[config.mk]
export PLATFORM = sky130hd
export DESIGN_NAME = pipelined_cs_adder
export DESIGN_NICKNAME = d
export VERILOG_FILES = /design/src/rtl/csa_pkg.sv /design/src/rtl/csa_block.sv /design/src/rtl/pipelined_cs_adder.sv
export SDC_FILE = /design/constraint.sdc
export NUM_CORES = 1
export LEC_CHECK = 0
export CORE_ASPECT_RATIO = 2
export CORE_UTILIZATION = 60
export CTS_BUF_LIST = sky130_fd_sc_hd__clkbuf_4 sky130_fd_sc_hd__clkbuf_8
export CTS_CLUSTER_SIZE = 10
export DETAILED_ROUTE_END_ITERATION = 10
export PLACE_DENSITY = 0.84
export SLEW_MARGIN = 20
export SYNTH_ARGS = -nofsm -noshare
export SYNTH_HDL_FRONTEND = slang
export SYNTH_SLANG_ARGS = --single-unit
[constraint.sdc]
create_clock -name Clk -period 4.6 [get_ports Clk]
set_input_delay 0.92 -clock Clk [delete_from_list [all_inputs] [get_ports Clk]]
set_output_delay 0.92 -clock Clk [all_outputs]
set_load 0.01 [all_outputs]
[src/rtl/csa_pkg.sv]
// Shared definitions for the pipelined carry-select adder/subtractor.
//   csa_nstg()   : number of pipeline stages (latency in cycles) from the widths.
//   op_e         : operation encoding carried on the Sub input.
//   stage_ctrl_t : per-stage control fields (valid, resolved carry, Sub, Sat, OVF).
//                  The width-dependent fields (remaining A/B and partial Sum) are
//                  appended inside the top module, where WIDTH is known.
package csa_pkg;

    typedef enum logic {
        OP_ADD = 1'b0,
        OP_SUB = 1'b1
    } op_e;

    typedef struct packed {
        logic valid;
        logic carry;   // carry into the first segment of the next stage
        logic sub;
        logic sat;
        logic ovf;     // meaningful only after the last stage
    } stage_ctrl_t;

    // Latency in cycles: one stage per BLOCKS_PER_STAGE segments.
    function automatic int csa_nstg(input int width, input int block, input int bps);
        return (width / block) / bps;
    endfunction

endpackage

[src/rtl/csa_block.sv]
// One carry-select segment: two BLOCK-bit ripple adders, one assuming
// carry-in 0 and one assuming carry-in 1.
// Ports:
//   a, b       : segment operand bits (b already inverted for subtraction)
//   sum0, sum1 : segment sums for carry-in 0 / 1
//   c0, c1     : segment carry-out for carry-in 0 / 1
//   cm0, cm1   : carry into the segment MSB for carry-in 0 / 1 (signed overflow)
module csa_block #(
    parameter int BLOCK = 4
) (
    input  logic [BLOCK-1:0] a,
    input  logic [BLOCK-1:0] b,
    output logic [BLOCK-1:0] sum0,
    output logic [BLOCK-1:0] sum1,
    output logic             c0,
    output logic             c1,
    output logic             cm0,
    output logic             cm1
);

    // Dual ripple chain, both carry-in assumptions evaluated in parallel.
    always_comb begin
        logic [BLOCK:0] r0_v;
        logic [BLOCK:0] r1_v;
        r0_v    = {(BLOCK+1){1'b0}};
        r1_v    = {(BLOCK+1){1'b0}};
        sum0    = {BLOCK{1'b0}};
        sum1    = {BLOCK{1'b0}};
        r0_v[0] = 1'b0;
        r1_v[0] = 1'b1;
        for (int i = 0; i < BLOCK; i++) begin
            sum0[i]   = a[i] ^ b[i] ^ r0_v[i];
            r0_v[i+1] = (a[i] & b[i]) | (a[i] & r0_v[i]) | (b[i] & r0_v[i]);
            sum1[i]   = a[i] ^ b[i] ^ r1_v[i];
            r1_v[i+1] = (a[i] & b[i]) | (a[i] & r1_v[i]) | (b[i] & r1_v[i]);
        end
        c0  = r0_v[BLOCK];
        c1  = r1_v[BLOCK];
        cm0 = r0_v[BLOCK-1];
        cm1 = r1_v[BLOCK-1];
    end

endmodule

[src/rtl/pipelined_cs_adder.sv]
// Pipelined carry-select adder/subtractor with valid/ready handshakes.
// Operands are captured into stage register 0; each following clock resolves
// BLOCKS_PER_STAGE segments and registers the resolved carry, so the result
// appears NSTG cycles after acceptance, with Sum/CO/OVF aligned.
// Optional feature macro: CSA_SAT_EN (adds the Sat input; signed saturation
// applied in the final stage).
// Ports:
//   Clk, Reset          : rising-edge clock, asynchronous active-low reset
//   in_valid, in_ready  : operand-side handshake
//   A, B, c_in, Sub     : operands, carry/borrow-in, 0=add 1=subtract
//   Sat (CSA_SAT_EN)    : clamp on signed overflow
//   out_valid, out_ready: result-side handshake
//   Sum, CO, OVF        : result, raw carry out, signed overflow
module pipelined_cs_adder
    import csa_pkg::*;
#(
    parameter int WIDTH            = 16,
    parameter int BLOCK            = 4,
    parameter int BLOCKS_PER_STAGE = 2
) (
    input  logic             Clk,
    input  logic             Reset,
    input  logic             in_valid,
    output logic             in_ready,
    input  logic [WIDTH-1:0] A,
    input  logic [WIDTH-1:0] B,
    input  logic             c_in,
    input  logic             Sub,
`ifdef CSA_SAT_EN
    input  logic             Sat,
`endif
    output logic             out_valid,
    input  logic             out_ready,
    output logic [WIDTH-1:0] Sum,
    output logic             CO,
    output logic             OVF
);

    localparam int NBLK = WIDTH / BLOCK;
    localparam int BPS  = BLOCKS_PER_STAGE;
    localparam int NSTG = csa_nstg(WIDTH, BLOCK, BLOCKS_PER_STAGE);

    localparam logic [WIDTH-1:0] SIGNED_MAX = {1'b0, {(WIDTH-1){1'b1}}};
    localparam logic [WIDTH-1:0] SIGNED_MIN = {1'b1, {(WIDTH-1){1'b0}}};

    // a keeps the original A (its MSB selects the saturation direction);
    // b is already inverted for subtraction.
    typedef struct packed {
        stage_ctrl_t      ctrl;
        logic [WIDTH-1:0] a;
        logic [WIDTH-1:0] b;
        logic [WIDTH-1:0] sum;
    } stage_t;

    stage_t           pipe_r [NSTG+1];
    stage_t           capt_s;
    stage_t           next_s [NSTG];
    logic             advance_s;
    logic             sat_in_s;

    logic [BLOCK-1:0] blk_sum0_s [NBLK];
    logic [BLOCK-1:0] blk_sum1_s [NBLK];
    logic [NBLK-1:0]  blk_c0_s;
    logic [NBLK-1:0]  blk_c1_s;
    logic [NBLK-1:0]  blk_cm0_s;
    logic [NBLK-1:0]  blk_cm1_s;

`ifdef CSA_SAT_EN
    assign sat_in_s = Sat;
`else
    assign sat_in_s = 1'b0;
`endif

    // The whole pipe moves together; a stalled output freezes every stage.
    assign advance_s = ~pipe_r[NSTG].ctrl.valid | out_ready;
    assign in_ready  = advance_s;

    assign out_valid = pipe_r[NSTG].ctrl.valid;
    assign Sum       = pipe_r[NSTG].sum;
    assign CO        = pipe_r[NSTG].ctrl.carry;
    assign OVF       = pipe_r[NSTG].ctrl.ovf;

    // Segment i is evaluated from the stage register that owns it.
    for (genvar i = 0; i < NBLK; i++) begin : g_blk
        csa_block #(.BLOCK(BLOCK)) u_blk (
            .a    (pipe_r[i/BPS].a[i*BLOCK +: BLOCK]),
            .b    (pipe_r[i/BPS].b[i*BLOCK +: BLOCK]),
            .sum0 (blk_sum0_s[i]),
            .sum1 (blk_sum1_s[i]),
            .c0   (blk_c0_s[i]),
            .c1   (blk_c1_s[i]),
            .cm0  (blk_cm0_s[i]),
            .cm1  (blk_cm1_s[i])
        );
    end

    // Operand capture: subtraction becomes A + ~B + !c_in. Data only loads
    // on a valid operand set; a bubble just clears the valid bit.
    always_comb begin
        capt_s            = pipe_r[0];
        capt_s.ctrl.valid = in_valid;
        if (in_valid) begin
            capt_s.a        = A;
            capt_s.sum      = {WIDTH{1'b0}};
            capt_s.ctrl.sat = sat_in_s;
            capt_s.ctrl.ovf = 1'b0;
            case (op_e'(Sub))
                OP_SUB: begin
                    capt_s.b        = ~B;
                    capt_s.ctrl.carry = ~c_in;
                    capt_s.ctrl.sub = 1'b1;
                end
                default: begin
                    capt_s.b        = B;
                    capt_s.ctrl.carry = c_in;
                    capt_s.ctrl.sub = 1'b0;
                end
            endcase
        end else begin
            capt_s.ctrl.valid = 1'b0;
        end
    end

    // Per-stage carry select: carry_out = c0 | (c1 & cin) across the stage's
    // segments; the last stage also derives OVF and applies saturation.
    always_comb begin
        logic [BPS:0] cc_v;
        logic         msb_c_v;
        int           idx_v;
        cc_v    = {(BPS+1){1'b0}};
        msb_c_v = 1'b0;
        idx_v   = 0;
        for (int s = 0; s < NSTG; s++) begin
            next_s[s] = pipe_r[s];
            cc_v      = {(BPS+1){1'b0}};
            cc_v[0]   = pipe_r[s].ctrl.carry;
            for (int j = 0; j < BPS; j++) begin
                idx_v     = s * BPS + j;
                cc_v[j+1] = blk_c0_s[idx_v] | (blk_c1_s[idx_v] & cc_v[j]);
                next_s[s].sum[idx_v*BLOCK +: BLOCK] =
                    cc_v[j] ? blk_sum1_s[idx_v] : blk_sum0_s[idx_v];
            end
            next_s[s].ctrl.carry = cc_v[BPS];
            if (s == NSTG - 1) begin
                // Carry into the MSB comes from the top segment, selected by its own carry-in.
                msb_c_v = cc_v[BPS-1] ? blk_cm1_s[NBLK-1] : blk_cm0_s[NBLK-1];
                next_s[s].ctrl.ovf = msb_c_v ^ cc_v[BPS];
`ifdef CSA_SAT_EN
                if (pipe_r[s].ctrl.sat && next_s[s].ctrl.ovf) begin
                    next_s[s].sum = pipe_r[s].a[WIDTH-1] ? SIGNED_MIN : SIGNED_MAX;
                end else begin
                    next_s[s].sum = next_s[s].sum;
                end
`endif
            end else begin
                next_s[s].ctrl.ovf = 1'b0;
            end
        end
    end

    // Stage registers: cleared on reset, shifted together on advance, held otherwise.
    always_ff @(posedge Clk or negedge Reset) begin
        if (!Reset) begin
            for (int k = 0; k <= NSTG; k++) begin
                pipe_r[k] <= '0;
            end
        end else if (advance_s) begin
            pipe_r[0] <= capt_s;
            for (int s = 0; s < NSTG; s++) begin
                pipe_r[s+1] <= next_s[s];
            end
        end
    end

endmodule
## Word-level counts from Yosys, hierarchy flattened

Index checks and enable logic that the tools add are counted.

| word-level totals | value |
|---|---|
| output and inout bits | 20 |
| flip-flop bits (word level) | 95 |

| cells by class | value |
|---|---|
| multiplexer cells | 8 |
| reduce and logical (&&, ||, !) cells | 1 |
| bitwise logic cells | 177 |

Operators with widths:

| kind | number |
|---|---|
| $and 1x1->1 | 68 |
| $or 1x1->1 | 61 |
| $xor 1x1->1 | 41 |
| $mux 16 | 1 |
| $mux 4 | 4 |
| $not 16->16 | 1 |
| $not 1->1 | 6 |
| $mux 1 | 2 |
| $mux 2 | 1 |
| $reduce_and 2->1 | 1 |

## Depth between registers and ports, before layout

Gate-level depths: netlist of the first run.

| logic depth | value |
|---|---|
| word-level depth | 17 |
| mapped depth | 8 |

## Cells and area by module

From an unflattened synthesis of the first run, not the netlist that was laid out.

| unflattened totals | value |
|---|---|
| cells, all modules | 404 |
| area total of the unflattened synthesis | 4229.1 um2 |

By module, submodules not included:

| module | seq. area each (um2) | area each (um2) | cells each | times used |
|---|---|---|---|---|
| pipelined_cs_adder | 1976.9 | 3468.3 | 324 | 1 |
| csa_block | 0.0 | 190.2 | 20 | 4 |

## Worst setup path before layout of the first run

Ideal clock, no wire load.

| timing path | value |
|---|---|
| path kind | input -> output |
| start | in out_ready |
| end | out in_ready |
| cell stages on the path | 5 |
| arrival time | 1.802 ns |
| path slack | 1.878 ns |
| path buffers | 3 |
| cell sequence | nor2b_1 > clkbuf_1 > inv_1 > clkbuf_1 > buf_1 |

| on the way | value |
|---|---|
| longest elaborated chain between the ends | 1 |

RTL lines:

| what | line | RTL |
|---|---|---|
| start: declaration | pipelined_cs_adder.sv:33 | `input logic out_ready,` |
| $or 1x1->1 | pipelined_cs_adder.sv:75 | `assign advance_s = ~pipe_r[NSTG].ctrl.valid \| out_ready;` |
| end: declaration | pipelined_cs_adder.sv:24 | `output logic in_ready,` |

No other way between the ends.

## Worst setup path after layout of the first run

Ends and elaborated chain as after synthesis.

==> flow_metrics.tcl, run 1 <==
set metrics [dict create \
    leakagePower_uw 0.002148 \
    syn_area_um2 3955 \
    viasPerCell 5.316 \
    antenna_found_initial 0 \
    dieWidth_um 59.41 \
    path_common_cell "clkdlybuf4s50_1" \
    gr-usage-met1_pct 25.47 \
    power_density_nw_per_um2 609.5 \
    finalCritPeriodShare_pct 76.14 \
    synthToLayoutAreaGrowth_pct 17.97 \
    crit_path_max_incr_delay_ns 0.66 \
    drt_first_pass_iters 4 \
    cts_buffers 9 \
    design.core.area_um2 6310 \
    place_congestion 0.8027 \
    place_area_um2 4468 \
    final_common_cell "nand2_1" \
    hold_violations 0 \
    portBuffers 57 \
    swShare_pct 35.46 \
    ys_seq_elements 79 \
    cts_root_buffer "clkbuf_8" \
    critical_path.endpoint_type "output pin" \
    clkSinkCount 79 \
    p_sw_uw 1008 \
    r2r_end "OVF" \
    synthXorXnorAreaFrac_pct 6.422 \
    holdPathStages 2 \
    fin_setup_tns_ns 0 \
    max_freq_ghz 0.2855 \
    synth.mux.area_fraction_pct 5.188 \
    grt_pass1_wl_um 11990 \
    slew_violations 0 \
    start_kind "input port" \
    grt_setup_unrepaired "false" \
    dp_hpwl_um 4968 \
    grt_util_met2_pct 41.50 \
    drc_errors 0 \
    groute.usage.overall_pct 23.57 \
    hold_ws_ns 0.4732 \
    cts_tree "built" \
    criticalPathCategory "input port to output pin" \
    skew_ns 0.007979 \
    drt-total-wl_um 7250 \
    synth_top_cell_by_area "dfrtp_1" \
    yosysWarnings 0 \
    place_ws_ns 1.076 \
    nets 505 \
    worst_hold_startpoint "next_s[82]" \
    crit_arrival_ns 2.58 \
    vias 2860 \
    finalSetupViolCount 0 \
    drive_above_1_share_pct 9.735 \
    synthCells 410 \
    drt-wirelength-per-cell_um 13.48 \
    slew_headroom_pct 34.22 \
    top_level_ports 58 \
    synth_cell_types 37 \
    synth-seq-area-share_pct 49.98 \
    ys_top_cells_by_area "dfrtp_1 (50%), nand2_1 (8.9%), ha_1 (6.3%)" \
    pwr-share-clk_pct 18.0 \
    p_int_uw 1835 \
    synth_top_family_by_area "simple AND/OR/NAND/NOR gates" \
    drt_iter0_markers 97 \
    drv_cap 0 \
    reg2reg_slack_ns 2.32 \
    sequentialPowerShare_pct 40.1 \
    tightestPinTransition_ns 0.9836 \
    crit_chain "clkdlybuf4s50_1, nor2b_2, inv_1, clkdlybuf4s50_1" \
    rows 41 \
    synth_top_area_share_pct 49.98 \
    hold_path_end "next_s[29]" \
    min_path_type "flip-flop to flip-flop" \
    synthAdderAreaFrac_pct 6.327 \
    post_synth_and_or_nand_nor_area_fraction_pct 16.36 \
    clock_path_buffers 2 \
    layout_common_cells "nand2_1 (94), dfrtp_1 (79), clkdlybuf4s50_1 (56)" \
    setup_slack_ns 1.098 \
    die_y_um 116.8 \
    initial_core_util_pct 62.68 \
    post_synth.cell_area_avg_um2 9.646 \
    postCtsSetupRepairBufs 0 \
    ctsHoldBuffers 0 \
    cts_resized 0 \
    die_area_um2 6940 \
    grt_busiest_layer "met2" \
    cts_max_level 3 \
    pwr-share-comb_pct 41.9 \
    worstPathRequired_ns 3.68 \
    synth-compound-area-share_pct 9.744 \
    antenna_cells 0 \
    vdd_drop_max_uv 303.6 \
    crit-reg2reg-launch "next_s[24]" \
    final_antenna_net_count 0 \
    fin_crit_ns 3.502 \
    clk_latency_ns 0.34 \
    reg2reg_depth 8 \
    cp_max_fo 22 \
    critPathSlowestCell "clkdlybuf4s50_1" \
    power_uw 2844 \
    met3_usage_pct 5.934 \
    clk_pin_slew_ns 0.08 \
    status "finished, final reports clean" \
    grt_pass1_vias 2807 \
    grt_max_degree 80 \
    overflow 0 \
    syn_nets 468 \
    final_area_um2 4666 \
]
## power groups by stage
stage                     Sequential (µW)  Combinational [µW]  Clock [µW]
after floorplan                      1110                 908           0
after global placement               1130                1130           0
after detailed placement             1150                1180           0
after CTS                            1140                1200         520
after global routing                 1170                1340         545
final                                1140                1190         512
## routing by layer
layer  up-vias  wire length (µm)
li1       1408                 -
met1      1379              2803
met3        11               210
met2        62              4090
met4         0               145
met5         -                 0
## synthesized netlist by cell type
master	instances
nor2b_1	4
nand3_1	4
o22a_1	2
or4_1	2
buf_1	6
buf_4	16
mux2_2	16
o221ai_1	1
nand3b_1	1
o21bai_1	3
a21boi_0	1
a221oi_1	1
mux2i_1	1
mux2_4	1
o211a_1	1
inv_1	13
nand2b_1	1
nand2_1	94
xor2_1	11
or2_2	4
o21ba_2	1
a31oi_1	2
nor4b_1	2
a21oi_1	17
xnor2_1	18
o21a_1	1
ha_1	20
o21ai_0	31
and2b_1	1
nor2_1	29
nor3_1	4
nor3b_1	3
or3_1	3
o22ai_1	3
dfrtp_1	79
clkbuf_1	12
o311a_4	1
## worst max-delay path by stage
stage | start | end | cells after the start
after CTS | out_ready | in_ready | 4
after floorplan | out_ready | in_ready | 5
after global placement | out_ready | in_ready | 4
final | out_ready | in_ready | 4
after global routing | out_ready | in_ready | 4
after detailed placement | out_ready | in_ready | 4
## logic make-up after synthesis
group,after synthesis
adder cells (fa/ha/maj),20
buffers and inverters,47
XOR/XNOR,29
AO/OA/AOI/OAI,65
flip-flops,79
multiplexers,18
AND/OR/NAND/NOR,152
## stage by stage
stage                     instances  utilization [%]
after global routing            538            73.94
after detailed placement        522            70.81
after floorplan                 410                -
after CTS                       538            73.94
after global placement          522            70.81
final                           538            73.94
## critical path, delay by kind of cell
kind	cells	cell delay [ns]
buffers and inverters	3	1.61
AND/OR/NAND/NOR	1	0.05
## layout make-up
cell class	count	area (µm²)
Multi-Input combinational cell	284	1744
Sequential cell	79	1977
Tap cell	86	107.6
Inverter	13	48.80
Timing Repair Buffer	60	590.6
Clock buffer	12	152.6
Clock inverter	4	45.04
Fill cell	481	1644
## sequential cells by signal, summed over array words and instances, names as in the netlist
name       flops
next_s        58
Sum           16
pipe_r         2
OVF            1
CO             1
out_valid      1
(Power assumes the default switching activity.)
==> run 2: changes to the inputs <==
--- a/config.mk
+++ b/config.mk
@@ -6,11 +6,11 @@
 export NUM_CORES = 1
 export LEC_CHECK = 0
 export CORE_ASPECT_RATIO = 2
-export CORE_UTILIZATION = 60
+export CORE_UTILIZATION = 56
 export CTS_BUF_LIST = sky130_fd_sc_hd__clkbuf_4 sky130_fd_sc_hd__clkbuf_8
 export CTS_CLUSTER_SIZE = 10
 export DETAILED_ROUTE_END_ITERATION = 10
-export PLACE_DENSITY = 0.84
+export PLACE_DENSITY = 0.79
 export SLEW_MARGIN = 20
 export SYNTH_ARGS = -nofsm -noshare
 export SYNTH_HDL_FRONTEND = slang
==> constraint.sdc (replaced) <==
create_clock -name Clk -period 3.7 [get_ports Clk]
set_input_delay 0.74 -clock Clk [delete_from_list [all_inputs] [get_ports Clk]]
set_output_delay 0.74 -clock Clk [all_outputs]
set_load 0.01 [all_outputs]
==> run 2 against run 1 <==
Critical path depth stayed put. Power is 20% higher. Die area is 7.0% higher. Final area is 0.54% lower. Sequential share of layout area is 0.23 points higher. Combinational power is 24% higher. First-iteration DRC count is 2.1% lower. Utilization is 6.6 points lower.
==> flow_metrics.tcl, run 2 (same netlist as run 1, synthesis figures left out) <==
set metrics [dict create \
    rows 43 \
    skew_ns 0.004955 \
    die_y_um 120.9 \
    synthToLayoutAreaGrowth_pct 17.34 \
    clk_pin_slew_ns 0.07 \
    nets 505 \
    clkSinkCount 79 \
    portBuffers 57 \
    crit_chain "clkdlybuf4s50_1, nor2b_2, inv_1, clkdlybuf4s50_1" \
    drt-total-wl_um 7273 \
    worstPathRequired_ns 2.96 \
    final_common_cell "nand2_1" \
    cts_buffers 9 \
    startpoint "out_ready" \
    instances_no_fill 539 \
    dpl.cell_count 526 \
    cts_root_buffer "clkbuf_8" \
    cp_max_fo 3 \
    fin_crit_ns 2.645 \
    ctsHoldBuffers 0 \
    critical_path.endpoint_type "output pin" \
    grt_pass1_wl_um 12160 \
    drc_errors 0 \
    r2r_end "OVF" \
    vias 2824 \
    overflow 0 \
    hold_violations 0 \
    cp_top_family "buffers and inverters" \
    postCtsSetupRepairBufs 0 \
    drv_cap 0 \
    layout_common_cells "nand2_1 (94), dfrtp_1 (79), clkdlybuf4s50_1 (56)" \
    initial_core_util_pct 57.43 \
    fin_setup_tns_ns 0 \
    grt_max_degree 80 \
    place_congestion 0.7865 \
    slew_headroom_pct 26.18 \
    critPathSlowestCell "clkdlybuf4s50_1" \
    slew_violations 0 \
    critical_path.endpoint "in_ready" \
    start_kind "input port" \
    top_level_ports 58 \
    reg2reg_slack_ns 1.47 \
    largest_reg_flops 58 \
    final_antenna_net_count 0 \
    antenna_cells 0 \
    drt_first_pass_iters 4 \
    cts_resized 0 \
    clock_path_buffers 2 \
    holdPathStages 2 \
    drt-wirelength-per-cell_um 13.49 \
    design.core.area_um2 6887 \
    vdd_drop_max_uv 395.2 \
    drive_above_1_share_pct 9.131 \
    antenna_found_initial 0 \
    critPathBufInv 3 \
    setup_slack_ns 1.055 \
    fill_cells 590 \
    crit-reg2reg-launch "next_s[24]" \
    power_uw 3424 \
    leakagePower_uw 0.002130 \
    path_common_cell "clkdlybuf4s50_1" \
    power_density_nw_per_um2 737.8 \
    crit_arrival_ns 1.91 \
    dp_hpwl_um 5041 \
    die_area_um2 7423 \
    max_freq_ghz 0.3780 \
    reg2reg_depth 8 \
    final_util_pct 67.39 \
    viasPerCell 5.239 \
    criticalPathCategory "input port to output pin" \
    grt_setup_unrepaired "false" \
    groute.usage.overall_pct 22.43 \
    finalSetupViolCount 0 \
    dieWidth_um 61.43 \
    crit_cells 4 \
    clk_latency_ns 0.35 \
    finalCritPeriodShare_pct 71.49 \
    tightestPinTransition_ns 1.104 \
    crit_path_max_incr_delay_ns 0.54 \
    status "finished, final reports clean" \
    place_ws_ns 1.044 \
    cts_max_level 3 \
    grt_pass1_vias 2956 \
    cts_tree "built" \
    min_path_type "flip-flop to flip-flop" \
    drt_iter0_markers 95 \
]
[run 2: cell types whose count changed in the layout (fill, tap and decap cells not counted), sizes merged]
cell | before | now
clkinv | 3 | 2
clkbuf | 12 | 11
bufinv | 1 | 0
[run 2: power by group]
group          switching (µW)  internal [µW]  leakage, µW
Sequential                219           1200     0.000936
Clock                     282            256    0.0000843
Combinational             724            748      0.00111
[run 2: area by class of cell]
| cell class | instances | area, µm² | area share (%) |
|---|---|---|---|
| clock buffers | 11 | 145.1 | 3.128 |
| clock inverters | 2 | 10.01 | 0.2157 |
| inverters | 13 | 48.80 | 1.051 |
| multi-input cells | 284 | 1744 | 37.58 |
| flip-flops and latches | 79 | 1977 | 42.60 |
| well taps | 90 | 112.6 | 2.427 |
| repair buffers | 60 | 603.1 | 13.00 |
[run 2: how the worst min path moves through the flow]
stage	from	to	slack [ns]
6_report	Sum[6]	Sum[6]	0.46
5_1_grt	next_s[99]	next_s[46]	0.50
4_1_cts	Sum[6]	Sum[6]	0.47
3_5_place_dp	Sum[6]	Sum[6]	0.45
3_3_place_gp	next_s[52]	next_s[52]	0.44
2_1_floorplan	next_s[52]	next_s[52]	0.43
[run 2: per-stage QoR]
step                hold WS [ns]  cell area (µm²)
floorplan                 0.4300             3955
global placement          0.4442             4486
detailed placement        0.4544             4486
CTS                       0.4704             4641
global route              0.5013             4641
finish                    0.4643             4641
[run 2: routing by layer]
| metal | track usage [%] | wire, µm | up-vias |
|---|---|---|---|
| li1 | - | - | 1405 |
| met1 | 23.49 | 2764 | 1348 |
| met2 | 39.81 | 4130 | 56 |
| met3 | 4.158 | 186 | 15 |
| met4 | 12.36 | 192 | 0 |
| met5 | 0 | 0 | - |
[run 2: worst reg2reg max path: cells and delay by family (launching register included)]
kind	cells	cell delay, ns
adders and majority gates	1	0.16
DFF	1	0.38
buffers and inverters	1	0.07
muxes	1	0.32
and+or+nand+nor	3	0.79
AOI/OAI and AO/OA	2	0.44
==> run 3: changes to the inputs <==
==> constraint.sdc (replaced) <==
create_clock -name Clk -period 2.6 [get_ports Clk]
set_input_delay 0.52 -clock Clk [delete_from_list [all_inputs] [get_ports Clk]]
set_output_delay 0.52 -clock Clk [all_outputs]
set_load 0.01 [all_outputs]
==> run 3 against run 2 <==
Clock skew grew 0.0019 ns. Clock power grew 93%. Utilization grew 1.6 points. Final area grew 2.4%.
==> flow_metrics.tcl, run 3 (same netlist as run 1, synthesis figures left out) <==
set metrics [dict create \
    slew_headroom_pct 71.06 \
    cts_root_buffer "clkbuf_8" \
    hold_violations 0 \
    grt_pass1_wl_um 12250 \
    place_area_um2 4521 \
    critPathBufInv 1 \
    p_int_uw 3388 \
    pwr-share-clk_pct 20.2 \
    grt_setup_unrepaired "false" \
    clock_path_buffers 2 \
    crit_arrival_ns 2.54 \
    tightestPinTransition_ns 0.4342 \
    drive_above_1_share_pct 10.33 \
    leakagePower_uw 0.002185 \
    finalCritPeriodShare_pct 87.42 \
    fin_setup_tns_ns 0 \
    p_sw_uw 1770 \
    die_y_um 120.9 \
    min_path_type "input port to async pin" \
    drc_errors 0 \
    hold_ws_ns 0.1617 \
    drt-wirelength-per-cell_um 13.41 \
    place_congestion 0.7947 \
    overflow 0 \
    worstPathRequired_ns 2.87 \
    antenna_cells 0 \
    max_freq_ghz 0.4400 \
    groute.usage.overall_pct 22.51 \
    dieWidth_um 61.43 \
    viasPerCell 5.231 \
    design.core.area_um2 6887 \
    top_level_ports 58 \
    drt_first_pass_iters 4 \
    cp_top_family "simple AND/OR/NAND/NOR gates" \
    clkSinkCount 79 \
    rows 43 \
    swShare_pct 34.31 \
    dp_hpwl_um 4907 \
    slew_violations 0 \
    portBuffers 57 \
    finalSetupViolCount 0 \
    cts_max_level 3 \
    final_area_um2 4752 \
    largest_reg_flops 58 \
    layout_common_cells "nand2_1 (94), dfrtp_1 (79), clkdlybuf4s50_1 (56)" \
    die_area_um2 7423 \
    vdd_drop_max_uv 539.8 \
    final_common_cell "nand2_1" \
    cts_buffers 9 \
    critPathSlowestCell "or4_1" \
    drv_cap 0 \
    nets 508 \
    cts_resized 0 \
    criticalPathCategory "flip-flop to flip-flop" \
    crit_path_max_incr_delay_ns 0.39 \
    final_util_pct 69.00 \
    grt_max_degree 80 \
    power_density_nw_per_um2 1085 \
    crit_chain "inv_1, ha_1, and2b_1, nor3_1, o311a_4, mux2_4, or4_1, a31oi_1" \
    status "finished, final reports clean" \
    initial_core_util_pct 57.43 \
    skew_ns 0.006851 \
    critical_path.endpoint_type "flip-flop" \
    pwr-share-comb_pct 40.8 \
    antenna_found_initial 0 \
    synthToLayoutAreaGrowth_pct 20.15 \
    cp_max_fo 4 \
    vias 2851 \
    drt-total-wl_um 7311 \
    ctsHoldBuffers 0 \
    fin_crit_ns 2.273 \
    final_antenna_net_count 0 \
    clk_pin_slew_ns 0.07 \
    grt_pass1_vias 3012 \
    sequentialPowerShare_pct 39.0 \
    clk_latency_ns 0.35 \
    cts_tree "built" \
    start_kind "flip-flop" \
    drt_iter0_markers 99 \
    postCtsSetupRepairBufs 0 \
]
run 3: cell count changes in the layout (fill, tap and decap cells not counted), sizes merged:
cell,previous run,this run
buf,4,7
bufinv,0,2
clkbuf,11,13
clkinv,2,1
run 3: worst reg2reg max path: stages, from the launching register on:
cell     delay (ns)
dfrtp_1        0.38
inv_1          0.08
ha_1           0.16
and2b_1        0.18
nor3_1         0.25
o311a_4        0.27
mux2_4         0.32
or4_1          0.39
a31oi_1        0.17
run 3: final timing paths:
path | startpoint | end | slack (ns) | cells past startpoint
min in group Clk | next_s[52] | out_valid | 0.46 | 1
hold reg to reg | next_s[52] | out_valid | 0.46 | 1
hold / removal | Reset | OVF | 0.16 | 2
setup reg to reg | next_s[24] | OVF | 0.33 | 8
max in group asynchronous | Reset | next_s[76] | 2.08 | 2
setup / recovery | next_s[24] | OVF | 0.33 | 8
run 3: metrics by stage:
stage	std cells	power, µW	worst slack [ns]
3_3_place_gp	529	4031	0.3964
2_1_floorplan	410	3567	0.5122
4_1_cts	545	5211	0.3446
6_report	545	5158	0.3271
3_5_place_dp	529	4139	0.3611
5_1_grt	545	5539	0.2121
run 3: layer usage:
layer	part of all wire, %	up-vias	wire (µm)	GRT usage, %
li1	-	1409	-	-
met1	39	1366	2827	22.75
met2	56	61	4091	39.95
met3	3.0	15	221	6.183
met4	2.3	0	170	11.39
met5	0	-	0	0
run 3: power groups by stage:
stage               clock, µW  combinational (µW)  sequential (µW)
finish                   1040                2110             2010
CTS                      1060                2130             2010
global route             1100                2350             2080
global placement            0                2020             2010
floorplan                   0                1610             1960
detailed placement          0                2100             2030
run 3: final cells by class:
type / instances / area [µm²]
clock inverters: 3 / 65.06
multi-input cells: 284 / 1744
flip-flops and latches: 79 / 1977
clock buffers: 13 / 166.4
fillers: 578 / 2135
repair buffers: 63 / 638.1
well taps: 90 / 112.6
inverters: 13 / 48.80
